==> src/rtl/ltc2308_pkg.sv <==
// ---------------------------------------------------------------------------
// ltc2308_pkg : shared types and config encoding for the LTC2308 sequencer
// Revision    : 1.0
// ---------------------------------------------------------------------------
`default_nettype none

package ltc2308_pkg;

  localparam logic UNI = 1'b1;
  localparam logic SLP = 1'b0;

  typedef enum logic [2:0] {
    IDLE      = 3'd0,
    SELECT    = 3'd1,
    WAIT_TMR  = 3'd2,
    START     = 3'd3,
    WAIT_DONE = 3'd4,
    STORE     = 3'd5
  } state_t;

  typedef struct packed {
    logic       valid;
    logic       is_os;
    logic [2:0] ch;
  } tag_t;

  localparam tag_t TAG_NONE = '0;

  // Single-ended, unipolar, awake: {S/D, O/S, S1, S0, UNI, SLP}
  function automatic logic [5:0] cfg_word(input logic [2:0] ch);
    cfg_word = {1'b1, ch[0], ch[2], ch[1], UNI, SLP};
  endfunction

endpackage

`default_nettype wire

==> src/rtl/ltc2308_next_ch.sv <==
// ---------------------------------------------------------------------------
// ltc2308_next_ch : round-robin finder for the next enabled scan channel
// Revision        : 1.0
// ---------------------------------------------------------------------------
`default_nettype none

module ltc2308_next_ch
  import ltc2308_pkg::*;
(
  input  logic [7:0] mask,
  input  logic [2:0] last_ch,
  output logic [2:0] next_ch,
  output logic       found,
  output logic       is_highest
);

  always_comb begin
    next_ch    = last_ch;
    found      = 1'b0;
    is_highest = 1'b0;
    // Search starts just after last_ch; offset 8 wraps back onto last_ch itself.
    for (int i = 1; i <= 8; i++) begin
      if (!found && mask[last_ch + 3'(i)]) begin
        found   = 1'b1;
        next_ch = last_ch + 3'(i);
      end
    end
    is_highest = found;
    for (int j = 0; j < 8; j++) begin
      if (mask[j] && (3'(j) > next_ch)) begin
        is_highest = 1'b0;
      end
    end
  end

endmodule

`default_nettype wire

==> src/rtl/ltc2308_scan_ctrl.sv <==
// ---------------------------------------------------------------------------
// ltc2308_scan_ctrl : scan / one-shot sequencer for the LTC2308 frame engine
// Revision          : 1.0
// ---------------------------------------------------------------------------
`default_nettype none

module ltc2308_scan_ctrl
  import ltc2308_pkg::*;
#(
  parameter int FRAME_CYCLES = 100,
  parameter int DATA_W       = 12
) (
  input  logic              clk_50,
  input  logic              reset_n,
  input  logic              scan_en,
  input  logic [7:0]        ch_mask,
  input  logic              os_req,
  input  logic [2:0]        os_ch,
  output logic              os_ack,
  output logic [DATA_W-1:0] os_data,
  input  logic [2:0]        rd_ch,
  output logic [DATA_W-1:0] rd_data,
  output logic              rd_valid,
  output logic              scan_wrap,
  output logic              xfer_start,
  output logic [5:0]        xfer_cfg,
  input  logic              xfer_busy,
  input  logic              xfer_done,
  input  logic [DATA_W-1:0] xfer_data
);

  localparam int              TMR_W    = (FRAME_CYCLES > 1) ? $clog2(FRAME_CYCLES) : 1;
  localparam logic [TMR_W-1:0] TMR_LOAD = TMR_W'(FRAME_CYCLES - 1);

  state_t            r_state;
  state_t            w_state_nxt;
  logic [TMR_W-1:0]  r_timer;
  logic [5:0]        r_cfg;
  logic [2:0]        r_last_ch;
  tag_t              r_slot_tag;
  tag_t              r_pend_tag;
  tag_t              r_res_tag;
  logic              r_slot_wrap;
  logic              r_pend_wrap;
  logic              r_res_wrap;
  logic              r_os_issued;
  logic              r_os_hold;
  logic              r_os_ack;
  logic [DATA_W-1:0] r_os_data;
  logic              r_scan_wrap;
  logic [DATA_W-1:0] r_results [8];
  logic [7:0]        r_valid;

  logic [2:0] w_next_ch;
  logic       w_found;
  logic       w_is_highest;
  logic       w_os_new;
  logic       w_scan_ok;
  logic       w_drain;
  logic       w_tmr_ok;
  logic       w_sel_os;
  logic       w_sel_scan;
  logic       w_sel_drain;
  logic       w_fire;
  logic       w_store;
  logic       w_store_scan;
  logic       w_store_os;

  ltc2308_next_ch u_next_ch (
    .mask       (ch_mask),
    .last_ch    (r_last_ch),
    .next_ch    (w_next_ch),
    .found      (w_found),
    .is_highest (w_is_highest)
  );

  // r_os_hold blocks re-issue of a served one-shot until the host drops os_req.
  assign w_os_new  = os_req && !r_os_issued && !r_os_hold;
  assign w_scan_ok = scan_en && w_found;
  assign w_drain   = r_pend_tag.valid || r_res_tag.valid;
  assign w_tmr_ok  = (r_timer == '0) && !xfer_busy;

  always_ff @(posedge clk_50) begin
    if (!reset_n) begin
      r_state <= IDLE;
    end else begin
      r_state <= w_state_nxt;
    end
  end

  always_comb begin
    w_state_nxt = r_state;
    w_sel_os    = 1'b0;
    w_sel_scan  = 1'b0;
    w_sel_drain = 1'b0;
    w_fire      = 1'b0;
    w_store     = 1'b0;
    case (r_state)
      IDLE: begin
        if (w_os_new || w_scan_ok || w_drain) begin
          w_state_nxt = SELECT;
        end
      end
      SELECT: begin
        if (w_os_new) begin
          w_sel_os = 1'b1;
        end else if (w_scan_ok) begin
          w_sel_scan = 1'b1;
        end else if (w_drain) begin
          w_sel_drain = 1'b1;
        end
        if (w_os_new || w_scan_ok || w_drain) begin
          w_state_nxt = w_tmr_ok ? START : WAIT_TMR;
        end else begin
          w_state_nxt = IDLE;
        end
      end
      WAIT_TMR: begin
        if (w_tmr_ok) begin
          w_state_nxt = START;
        end
      end
      START: begin
        w_fire      = 1'b1;
        w_state_nxt = WAIT_DONE;
      end
      WAIT_DONE: begin
        if (xfer_done) begin
          w_store     = 1'b1;
          w_state_nxt = STORE;
        end
      end
      STORE: begin
        w_state_nxt = SELECT;
      end
      default: begin
        w_state_nxt = IDLE;
      end
    endcase
  end

  assign w_store_scan = w_store && r_res_tag.valid && !r_res_tag.is_os;
  assign w_store_os   = w_store && r_res_tag.valid &&  r_res_tag.is_os;

  always_ff @(posedge clk_50) begin
    if (!reset_n) begin
      r_timer <= '0;
    end else if (w_fire) begin
      r_timer <= TMR_LOAD;
    end else if (r_timer != '0) begin
      r_timer <= r_timer - 1'b1;
    end
  end

  // Slot selection: a drain slot keeps the previous cfg and carries no tag.
  always_ff @(posedge clk_50) begin
    if (!reset_n) begin
      r_cfg       <= cfg_word(3'd0);
      r_last_ch   <= 3'd7;
      r_slot_tag  <= TAG_NONE;
      r_slot_wrap <= 1'b0;
    end else if (w_sel_os) begin
      r_cfg       <= cfg_word(os_ch);
      r_slot_tag  <= '{valid: 1'b1, is_os: 1'b1, ch: os_ch};
      r_slot_wrap <= 1'b0;
    end else if (w_sel_scan) begin
      r_cfg       <= cfg_word(w_next_ch);
      r_last_ch   <= w_next_ch;
      r_slot_tag  <= '{valid: 1'b1, is_os: 1'b0, ch: w_next_ch};
      r_slot_wrap <= w_is_highest;
    end else if (w_sel_drain) begin
      r_slot_tag  <= TAG_NONE;
      r_slot_wrap <= 1'b0;
    end
  end

  // Data seen in frame N belongs to the cfg of frame N-1.
  always_ff @(posedge clk_50) begin
    if (!reset_n) begin
      r_pend_tag  <= TAG_NONE;
      r_res_tag   <= TAG_NONE;
      r_pend_wrap <= 1'b0;
      r_res_wrap  <= 1'b0;
    end else if (w_fire) begin
      r_res_tag   <= r_pend_tag;
      r_res_wrap  <= r_pend_wrap;
      r_pend_tag  <= r_slot_tag;
      r_pend_wrap <= r_slot_wrap;
    end else if (w_store) begin
      r_res_tag.valid <= 1'b0;
    end
  end

  always_ff @(posedge clk_50) begin
    if (!reset_n) begin
      for (int i = 0; i < 8; i++) begin
        r_results[i] <= '0;
      end
      r_valid <= '0;
    end else if (w_store_scan) begin
      r_results[r_res_tag.ch] <= xfer_data;
      r_valid[r_res_tag.ch]   <= 1'b1;
    end
  end

  always_ff @(posedge clk_50) begin
    if (!reset_n) begin
      r_os_ack    <= 1'b0;
      r_os_data   <= '0;
      r_scan_wrap <= 1'b0;
      r_os_issued <= 1'b0;
      r_os_hold   <= 1'b0;
    end else begin
      r_os_ack    <= w_store_os;
      r_scan_wrap <= w_store_scan && r_res_wrap;
      if (w_store_os) begin
        r_os_data <= xfer_data;
      end
      if (w_store_os) begin
        r_os_issued <= 1'b0;
        r_os_hold   <= 1'b1;
      end else begin
        if (w_sel_os) begin
          r_os_issued <= 1'b1;
        end
        if (!os_req) begin
          r_os_hold <= 1'b0;
        end
      end
    end
  end

  assign xfer_start = (r_state == START);
  assign xfer_cfg   = r_cfg;
  assign os_ack     = r_os_ack;
  assign os_data    = r_os_data;
  assign scan_wrap  = r_scan_wrap;
  assign rd_data    = r_results[rd_ch];
  assign rd_valid   = r_valid[rd_ch];

endmodule

`default_nettype wire
==> config.mk <==
export PLATFORM = sky130hd
export DESIGN_NAME = ltc2308_scan_ctrl
export DESIGN_NICKNAME = d
export VERILOG_FILES = /design/src/rtl/ltc2308_pkg.sv /design/src/rtl/ltc2308_next_ch.sv /design/src/rtl/ltc2308_scan_ctrl.sv
export SDC_FILE = /design/constraint.sdc
export NUM_CORES = 1
export LEC_CHECK = 0
export CAP_MARGIN = 20
export CORE_MARGIN = 5
export CORE_UTILIZATION = 50
export DETAILED_ROUTE_END_ITERATION = 16
export MAX_ROUTING_LAYER = met4
export PLACE_DENSITY = 0.73
export SYNTH_ARGS = -nofsm -noshare
export SYNTH_HDL_FRONTEND = slang
export SYNTH_SLANG_ARGS = --single-unit
==> constraint.sdc <==
create_clock -name clk_50 -period 2.9 [get_ports clk_50]
set_input_delay 0.435 -clock clk_50 [delete_from_list [all_inputs] [get_ports clk_50]]
set_output_delay 0.435 -clock clk_50 [all_outputs]
set_load 0.005 [all_outputs]
# After elaboration in Yosys (flattened, before gate mapping)

Memory sizes are Yosys's and may differ from the RTL's.
Index checks and enable logic that the tools add are counted.
Widths: inputs -> output; s select.

Multiplexer cells: 82
Equality and inequality tests: 9
Bitwise logic cells: 3
Add/subtract/negate cells: 8
$lt $le $gt $ge: 19
Reductions and logical operators: 52

Operators by type and width:

| operator            | count |
|---|---|
| $mux 1              | 50 |
| $lt 3x4->1 const B  | 10 |
| $mux 3              | 12 |
| $bmux 1 s3          | 9 |
| $mux 5              | 5 |
| $logic_and 1x1->1   | 24 |
| $pmux 3 s6          | 1 |
| $mux 7              | 2 |
| $add 3x3->3 const B | 4 |
| $gt 3x3->1 const A  | 4 |
| $mux 12             | 1 |
| $reduce_or 12->1    | 1 |
| $logic_not 1->1     | 11 |
| $or 8x8->8          | 1 |
| $reduce_bool 2->1   | 4 |
| $logic_not 7->1     | 1 |
| $reduce_bool 7->1   | 1 |
| $sub 7x1->7 const B | 1 |
| $add 3x2->3 const B | 2 |
| $eq 3x2->1 const B  | 2 |
| $eq 3x3->1 const B  | 2 |
| $gt 1x3->1 const A  | 2 |
| $gt 2x3->1 const A  | 2 |
| $ne 2x2->1 const B  | 3 |
| other kinds (13)    | 18 |

Memories kept: 1
Input port bits: 32
Output and inout port bits: 34
Memory bits (writable): 96
Bits in registers: 58
Word-level logic and storage cells: 197

Memories:

| name      | depth | width | read ports | clocked after memory_dff | write ports | RTL line                | RTL |
|---|---|---|---|---|---|---|---|
| r_results | 8     | 12    | 1          | 0                        | 8           | ltc2308_scan_ctrl.sv:51 | `logic [DATA_W-1:0] r_results [8];` |

# Depth between registers and ports, before layout

Gate-level depths: netlist of the first run.

Depth after elaboration: 36
Depth in mapped cells: 12
Gate-level depth less buffers: 10

# By module

From an unflattened synthesis of the first run, not the netlist that was laid out.

Cells, all modules: 649
Area, all modules: 7729.9 µm²

By module, submodules not included:

| module            | seq. area each (µm²) | area an instance (µm²) | cells an instance | instances |
|---|---|---|---|---|
| ltc2308_scan_ctrl | 4043.9               | 6741.5                 | 529               | 1 |
| ltc2308_next_ch   | 0.0                  | 988.4                  | 120               | 1 |

# Worst setup path before layout of the first run

No wires, ideal clock.

Path type: reg-to-reg
Start point: reg r_last_ch[1]
End point: reg r_slot_wrap
Arrival: 3.035 ns
Slack: -0.273 ns
Data required time: 2.762 ns
Stages on the path, launching flop included: 13
Buffers on the path: 2
Library setup time: 0.138 ns
Clock period less this slack: 3.173 ns
Cell sequence: dfxtp_1 buf_2 inv_2 ha_1 clkbuf_1 mux4_2 mux2_2 o31ai_1 a221o_1 xnor2_2 a211oi_1 a222oi_1 a22oi_1

Word-level cells in the longest chain between the ends: 36
Elaborated cells between the ends (all ways): 86
Those cells by class: add/sub (7); order compare (8); mux (47); reduce/logical (24)

Ends and longest elaborated chain:

| element                      | RTL line                                     | RTL |
|---|---|---|
| from (decl)                  | ltc2308_scan_ctrl.sv:39                      | `logic [2:0] r_last_ch;` |
| from (signal assigned)       | ltc2308_scan_ctrl.sv:168                     | `r_last_ch <= w_next_ch;` |
| $add 3x1->3                  | ltc2308_next_ch.sv:23, ltc2308_next_ch.sv:25 |  |
| $bmux 1 s3                   | ltc2308_next_ch.sv:23                        | `if (!found && mask[last_ch + 3'(i)]) begin` |
| $mux 1 (not written as such) | ltc2308_next_ch.sv:23                        |  |
| $mux 1                       | ltc2308_next_ch.sv:23                        |  |
| $logic_not 1->1              | ltc2308_next_ch.sv:23                        |  |
| $logic_and 1x1->1            | ltc2308_next_ch.sv:23                        |  |
| $mux 1                       | ltc2308_next_ch.sv:23                        |  |
| $logic_not 1->1              | ltc2308_next_ch.sv:23                        |  |
| (+13 left out)               | -                                            |  |
| $mux 1                       | ltc2308_next_ch.sv:23                        |  |
| $logic_not 1->1              | ltc2308_next_ch.sv:23                        |  |
| $logic_and 1x1->1            | ltc2308_next_ch.sv:23                        |  |
| $mux 3                       | ltc2308_next_ch.sv:23                        |  |
| $gt 1x3->1                   | ltc2308_next_ch.sv:30                        | `if (mask[j] && (3'(j) > next_ch)) begin` |
| $logic_and 1x1->1            | ltc2308_next_ch.sv:30                        |  |
| $mux 1 (8 in series)         | ltc2308_next_ch.sv:30                        |  |
| $mux 1                       | ltc2308_scan_ctrl.sv:166                     | `end else if (w_sel_scan) begin` |
| to (signal assigned)         | ltc2308_scan_ctrl.sv:170                     | `r_slot_wrap <= w_is_highest;` |
| to (decl)                    | ltc2308_scan_ctrl.sv:43                      | `logic r_slot_wrap;` |

Several ways; a longest one is shown, not always the timed one. The select of a mux whose other input is x is not followed.
A chain may end at the register's enable or synchronous reset.

# Final worst setup path of the first run

Start point: reg r_last_ch[0]
End point: reg r_slot_wrap

The elaborated chain is that of the path after synthesis.

==> impl_metrics.yaml, run 1 <==
outcome:
  status: "finished clean"
clocking:
  clock-sinks: 154
  htree_num_levels: 4
  clock_latency_ps: 420
  clk_pin_slew_worst_paths_ps: 60
  cts_hold_buf: 0
  root_buffer: "clkbuf_16"
  cts_tree: "yes"
  numCtsBuffers: 17
  ctsLongestPathBuffers: 2
worst_setup_path:
  max_stage_delay_ps: 560
  r2r-start: "r_last_ch[0]"
  worst-path-stages: 10
  critical_path.top_delay_family: "compound AO/OA/AOI/OAI gates"
  cp_max_fo: 5
  critPathRequiredTime_ps: 3190
  r2r-end: "r_slot_wrap"
  crit_type: "reg -> reg"
  ff2ff_setup_slack_ps: 40
  r2r_cells: 10
  endpoint_kind: "register"
  worstPathArrival_ps: 3150
  path_buf_inv: 2
  crit_end: "r_slot_wrap"
  cp_slowest_cell: "or4_4"
  critPathLaunchType: "register"
  path_cells: "buf_8 -> mux4_2 -> nor4_4 -> or4_4 -> a221o_1 -> xnor2_2 -> buf_4 -> a211oi_2 -> a222oi_1 -> a22oi_1"
  worstSetupStartpoint: "r_last_ch[0]"
cells_and_area:
  final_util_pct: 63.8
  seq_area_sq_mm: 0.00405
  final_cell_area_sq_mm: 0.00923
  n_antenna_cell: 0
  fill_cells: 1084
  final_nets: 760
  drive_gt1_share_pct: 21.5
  multi_input_area_sq_mm: 0.00317
  instances_no_fill: 922
  areaGrowthSynthToFinish_pct: 25.9
timing:
  period_share_pct: 98.6
  finClkSkew_ps: 8.67
  fmax_ghz: 0.350
  setup_viol: 0
  fin_ws_ps: 40.3
  max_slew_margin_pct: 63.2
  fin_crit_ps: 2860
  worst_pin_slew_ps: 552
  final_max_slew_viol_count: 0
  rsz0062_at_grt: "true"
  hold_viol: 0
route:
  wl_um: 17800
  wl_per_cell_um: 19.3
  dr.pass1.iters: 6
  first_iter_violations: 495
  num_vias: 5238
  drc: 0
  via_per_inst: 5.68
  drtAntennaViolNets: 0
synthesis:
  seq_area_frac_synth_pct: 55.2
  synth_edf_count: 96
  synth_warnings: 0
  async_reset_ff_share_pct: 0
  synthCells: 617
  synth_ff_type: "edfxtp_1"
  synth_cell_types: 55
  netlist_area_sq_mm: 0.00733
  syn_area_per_cell_sq_um: 11.9
  synth-seq-cells: 154
placement:
  placedCellCount: 885
  dpl.hpwl_um: 12000
  io_buffers: 62
  dp_slack_ps: -387
  gp_congestion: 0.903
  placed_cell_area_sq_mm: 0.00851
grt:
  antenna_found_initial: 0
  grt_pass1_vias: 5303
  overflow: 0
  grt_start_max_net_pins: 43
  grt_pass1_wl_um: 27600
  grt_usage_pct: 22.2
floorplan:
  dieWidth_um: 131
  die_area_sq_mm: 0.0172
  ios: 66
  dieHeight_um: 131
  rows: 44
  coreArea_sq_mm: 0.0145
  initial_core_util_pct: 50.6
min_path:
  hp-start: "r_valid[6]"
  holdCritPathClass: "reg -> reg"
pwr:
  fin_total_pwr_mw: 5.83
  p_per_area_mw_per_mm2: 631
  irDropWorstVdd_mv: 0.464
  power.leakage_nw: 3.54
flow_run:
  cap_viol_max_count: 0
==> layer usage <==
metal | vias up | GRT usage (%) | share of wire (%)
met3 | 40 | 4.09 | 6.1
met2 | 194 | 36.6 | 50
met4 | 0 | 7.86 | 2.5
met5 | - | - | 0
met1 | 2553 | 27.5 | 41
li1 | 2451 | - | -
==> area by class of cell <==
cell class,instances,share of cell area (%)
Inverter,10,0.407
Clock buffer,22,4.81
Timing Repair Buffer,124,12.5
Tap cell,184,2.49
Sequential cell,154,43.8
Multi-Input combinational cell,418,34.3
Clock inverter,10,1.64
==> flip-flops by register name (all words and copies together), names as in the netlist <==
register / count
r_state: 3
r_os_hold: 1
r_os_issued: 1
os_ack: 1
os_data: 12
xfer_cfg: 3
r_valid: 8
r_pend_wrap: 1
r_pend_tag: 5
scan_wrap: 1
r_res_wrap: 1
r_last_ch: 3
r_slot_wrap: 1
r_timer: 7
r_res_tag: 5
r_results: 96
r_slot_tag: 5
==> how the worst min path moves through the flow <==
stage | endpoint | slack [ps] | cells after the start
after floorplan | r_valid[2] | 420 | 1
after global placement | r_valid[4] | 430 | 1
after detailed placement | r_valid[6] | 440 | 1
after CTS | r_valid[6] | 450 | 1
after global routing | os_data[4] | 470 | 2
final | r_valid[6] | 450 | 1
==> layout by cell type (no fill, tap or decap), types with 4 or more instances in the layout <==
cell             netlist  routed
a21o_1                11      11
a21oi_1               43      43
a22o_1                 4       4
a31oi_1                5       5
and2_1               102     102
buf_12                 0       4
buf_4                  4      55
bufinv_16              0       4
clkbuf_1              28       5
clkbuf_16              0      17
clkdlybuf4s50_1        0      58
clkinv_2               0       4
dfxtp_1               58      56
edfxtp_1              96      96
inv_1                  8       7
mux2_2                18      17
mux2i_1                9       7
mux4_2                34      34
nand2_1               60      60
nand2b_1               9       9
nand3_1               16      15
nor2_1                30      30
nor2b_1                4       4
nor3_1                 5       4
o21ai_0                9       9
xnor2_1                5       5
==> cell families (layout without fill, tap and decap cells) <==
family                   Yosys count  in the layout  share of synthesized area, %
adder cells (fa/ha/maj)            3              3                         0.512
buffers and inverters             46            166                          2.58
other                              2              3                         0.102
AND/OR/NAND/NOR                  249            249                          18.1
multiplexers                      61             61                          14.4
AO/OA/AOI/OAI                     93             93                          7.94
XOR/XNOR                           9              9                          1.18
flip-flops                       154            154                          55.2
==> stage by stage <==
stage	hold WS, ps	setup TNS [ps]
after floorplan	421	0
after global placement	428	-1190
after detailed placement	436	-2970
after CTS	449	0
after global routing	470	-159
final	448	0
==> power breakdown <==
| group | total, mW | switching, mW | internal (mW) |
|---|---|---|---|
| combinational | 1.09 | 0.543 | 0.548 |
| clock | 2.24 | 0.811 | 1.43 |
| sequential | 2.50 | 0.0701 | 2.43 |
==> synth_stat cells, types with 4 or more instances <==
cell      instances  area (sq um)
nand3_1          16          80.1
and2_1          102           638
a31oi_1           5          31.3
mux2i_1           9          90.1
dfxtp_1          58          1160
a21oi_1          43           215
xnor2_1           5          43.8
buf_4             4          30.0
clkbuf_1         28           105
mux2_2           18           203
nand2_1          60           225
a22o_1            4          35.0
nor2b_1           4          25.0
o21ai_0           9          45.0
edfxtp_1         96          2880
nand2b_1          9          56.3
nor2_1           30           113
mux4_2           34           766
inv_1             8          30.0
nor3_1            5          25.0
a21o_1           11          82.6
==> worst register-to-register path, stage by stage, from the launching register on <==
cell	delay (ps)
dfxtp_4	360
buf_8	140
mux4_2	420
nor4_4	50
or4_4	560
a221o_1	370
xnor2_2	200
buf_4	150
a211oi_2	60
a222oi_1	300
a22oi_1	130
==> timing repair <==
item | CTS | global route
gates cloned | 0 | 1
buffers inserted | 0 | 4
resized for setup | 4 | 19
setup endpoints to repair | 1 | 9
pin swaps | 2 | 9
Power figures use the tool's default switching activity.
==> run 2: changes to the inputs <==
--- a/config.mk
+++ b/config.mk
@@ -10,7 +10,8 @@
 export CORE_UTILIZATION = 50
 export DETAILED_ROUTE_END_ITERATION = 16
 export MAX_ROUTING_LAYER = met4
-export PLACE_DENSITY = 0.73
+export PLACE_DENSITY = 0.72
 export SYNTH_ARGS = -nofsm -noshare
 export SYNTH_HDL_FRONTEND = slang
+export SYNTH_HIERARCHICAL = 1
 export SYNTH_SLANG_ARGS = --single-unit
==> run 2 against run 1 <==
  * The flow now finishes with violations (setup timing)
  * Register-to-register slack got worse by 130 ps
  * Worst setup slack got worse by 130 ps
  * Wire length increased by 9.7%
  * Final cell count increased by 4.8%
  * Count of clock-buffer cells in the layout shrank 4
  * Sequential share of layout area shrank 2.5 points
  * Maximum frequency is 4.4% lower
  * Via count increased by 4.5%
  * Critical path depth rose by 3
==> impl_metrics.yaml, run 2 <==
outcome:
  status: "finished with violations"
  violations: "setup timing"
timing:
  max_slew_margin_pct: 53.8
  setup_viol: 4
  hold_viol: 0
  fin_ws_ps: -91.0
  fmax_ghz: 0.334
  worst_pin_slew_ps: 692
  fin_crit_ps: 2990
  finClkSkew_ps: 9.09
  rsz0062_at_grt: "true"
  period_share_pct: 103
  final_max_slew_viol_count: 0
  fin_setup_tns_ps: -322
grt:
  grt_pass1_vias: 5705
  antenna_found_initial: 0
  grt_usage_pct: 23.1
  grt_pass1_wl_um: 30800
  overflow: 0
  grt_start_max_net_pins: 56
synthesis:
  seq_area_frac_synth_pct: 52.3
  synth_cell_types: 63
  synth_edf_count: 96
  netlist_area_sq_mm: 0.00773
  synth-seq-cells: 154
  synth_warnings: 6
  synthXorXnorAreaFrac_pct: 0.906
  yosys-top-cells-area: "edfxtp_1, dfxtp_1, mux4_2"
  synthCells: 649
  ys_top_cells_by_count: "and2_1, edfxtp_1, nand2_1"
  async_reset_ff_share_pct: 0
  synth_top_area_share_pct: 37.3
  yosysMostFrequentCell: "and2_1"
  syn_area_per_cell_sq_um: 11.9
  synth_top_family_by_area: "simple AND/OR/NAND/NOR gates"
  synth_compound_area_share_pct: 10.0
  yosys.area_share.simple_pct: 17.8
  synth_mux_area_share_pct: 15.1
  synthAdderAreaFrac_pct: 0.486
  synth_ff_type: "edfxtp_1"
  synth_top_area_cell: "edfxtp_1"
route:
  drc: 0
  drtAntennaViolNets: 0
  dr.pass1.iters: 5
  num_vias: 5472
  first_iter_violations: 434
  wl_um: 19500
  via_per_inst: 5.66
  wl_per_cell_um: 20.2
worst_setup_path:
  crit_top_cell: "a211oi_2"
  r2r-start: "r_last_ch[0]"
  r2r_cells: 13
  worstSetupStartpoint: "r_last_ch[0]"
  cp_slowest_cell: "mux4_2"
  cp_max_fo: 4
  critPathLaunchType: "register"
  critPathRequiredTime_ps: 3260
  path_cells: "inv_2 -> ha_4 -> mux4_2 -> mux2_4 -> nor3_4 -> nand3_2 -> a21o_1 -> a211oi_2 -> buf_4 -> a21oi_1 -> a211oi_2 -> nand2_1 -> a21oi_2"
  path_buf_inv: 2
  crit_type: "reg -> reg"
  r2r-end: "r_slot_wrap"
  ff2ff_setup_slack_ps: -90
  worstPathArrival_ps: 3350
  endpoint_kind: "register"
  max_stage_delay_ps: 550
  critical_path.top_delay_family: "multiplexers"
cells_and_area:
  instances_no_fill: 966
  mostFrequentLayoutCells: "and2_1, edfxtp_1, nand2_1"
  mostFrequentLayoutCell: "and2_1"
  final_nets: 798
  multi_input_area_sq_mm: 0.00358
  final_cell_area_sq_mm: 0.00979
  top_register: "r_results"
  seq_area_sq_mm: 0.00405
  drive_gt1_share_pct: 26.7
  fill_cells: 1160
  largest_reg_flops: 96
  areaGrowthSynthToFinish_pct: 26.7
flow_run:
  cap_viol_max_count: 0
pwr:
  fin_total_pwr_mw: 6.71
  clock_power_share_pct: 35.2
  p_per_area_mw_per_mm2: 685
  p_sw_share_pct: 27.3
  p_int_mw: 4.88
  pwr-share-seq_pct: 38.2
  p_comb_share_pct: 26.7
  power.switching_mw: 1.83
  irDropWorstVdd_mv: 0.431
  power.leakage_nw: 3.75
floorplan:
  ios: 66
  rows: 45
  die_area_sq_mm: 0.0180
  dieWidth_um: 134
  dieHeight_um: 134
  initial_core_util_pct: 50.8
  coreArea_sq_mm: 0.0152
clocking:
  root_buffer: "clkbuf_16"
  ctsLongestPathBuffers: 2
  htree_num_levels: 4
  numCtsBuffers: 17
  clock-sinks: 154
  clk_pin_slew_worst_paths_ps: 60
  cts_tree: "yes"
  cts_hold_buf: 0
  clock_latency_ps: 420
placement:
  gp_congestion: 0.911
  dp_slack_ps: -444
  placedCellCount: 924
  placed_cell_area_sq_mm: 0.00895
  dpl.hpwl_um: 13000
  io_buffers: 62
min_path:
  hp-start: "reset_n"
  whs_path_depth: 2
  holdCritPathClass: "in -> reg"
  hold_end: "r_res_tag[0]"
-- run 2: cell count changes after synthesis, sizes merged, moves of 6 or more --
cell / delta
nor2: -8
nand2: +23
mux2i: +8
a21boi: +36
a21oi: -38
o21ai: +6
clkbuf: -10
buf: +17
-- run 2: power groups by stage --
stage / registers [mW] / clock network, mW / logic [mW]
3_5_place_dp: 2.60 / 0 / 1.60
6_report: 2.56 / 2.36 / 1.79
2_1_floorplan: 2.55 / 0 / 1.06
4_1_cts: 2.56 / 2.39 / 1.69
3_3_place_gp: 2.58 / 0 / 1.56
5_1_grt: 2.57 / 2.51 / 1.94
-- run 2: worst reg2reg max path, stage by stage (launching register included) --
cell	delay, ps
dfxtp_2	330
inv_2	60
ha_4	290
mux4_2	550
mux2_4	300
nor3_4	200
nand3_2	120
a21o_1	220
a211oi_2	270
buf_4	180
a21oi_1	50
a211oi_2	160
nand2_1	90
a21oi_2	110
-- run 2: worst max-delay path by stage --
stage,end,slack (ps),cells past startpoint
after detailed placement,xfer_cfg[3],-440,11
after floorplan,r_last_ch[1],-270,15
final,r_slot_wrap,-90,13
after CTS,r_slot_tag[1],-100,15
after global placement,r_slot_tag[0],-330,10
after global routing,r_slot_wrap,-290,13
-- run 2: layer usage --
metal | track usage [%] | share of wire (%) | up-vias
met4 | 6.90 | 1.7 | 0
li1 | - | - | 2582
met5 | - | 0 | -
met1 | 27.8 | 40 | 2706
met3 | 4.58 | 4.6 | 24
met2 | 39.5 | 53 | 160
-- run 2: cell type report --
| cell class | instances | share of cell area [%] |
|---|---|---|
| Antenna cell | 2 | 0.0511 |
| Clock buffer | 18 | 4.38 |
| Clock inverter | 14 | 2.07 |
| Inverter | 11 | 0.473 |
| Multi-Input combinational cell | 442 | 36.6 |
| Sequential cell | 154 | 41.4 |
| Tap cell | 188 | 2.40 |
| Timing Repair Buffer | 137 | 12.7 |
-- run 2: repair_timing --
action | in CTS | in global routing
setup buffers | 5 | 4
endpoints found under the setup margin | 14 | 14
pin swaps | 8 | 12
resized for setup | 16 | 26
-- run 2: cell families after synthesis --
family                     Yosys count
AOI/OAI and AO/OA                  101
xor gates and xnor gates             8
adders and majority gates            3
buffers and inverters               54
DFF                                154
muxes                               70
other                                2
and+or+nand+nor                    257
-- run 2: stage by stage --
step | utilization, % | hold WS, ps
floorplan | - | 414
global placement | 58.9 | 429
detailed placement | 58.9 | 440
CTS | 63.6 | 380
global route | 64.4 | 395
finish | 64.4 | 400
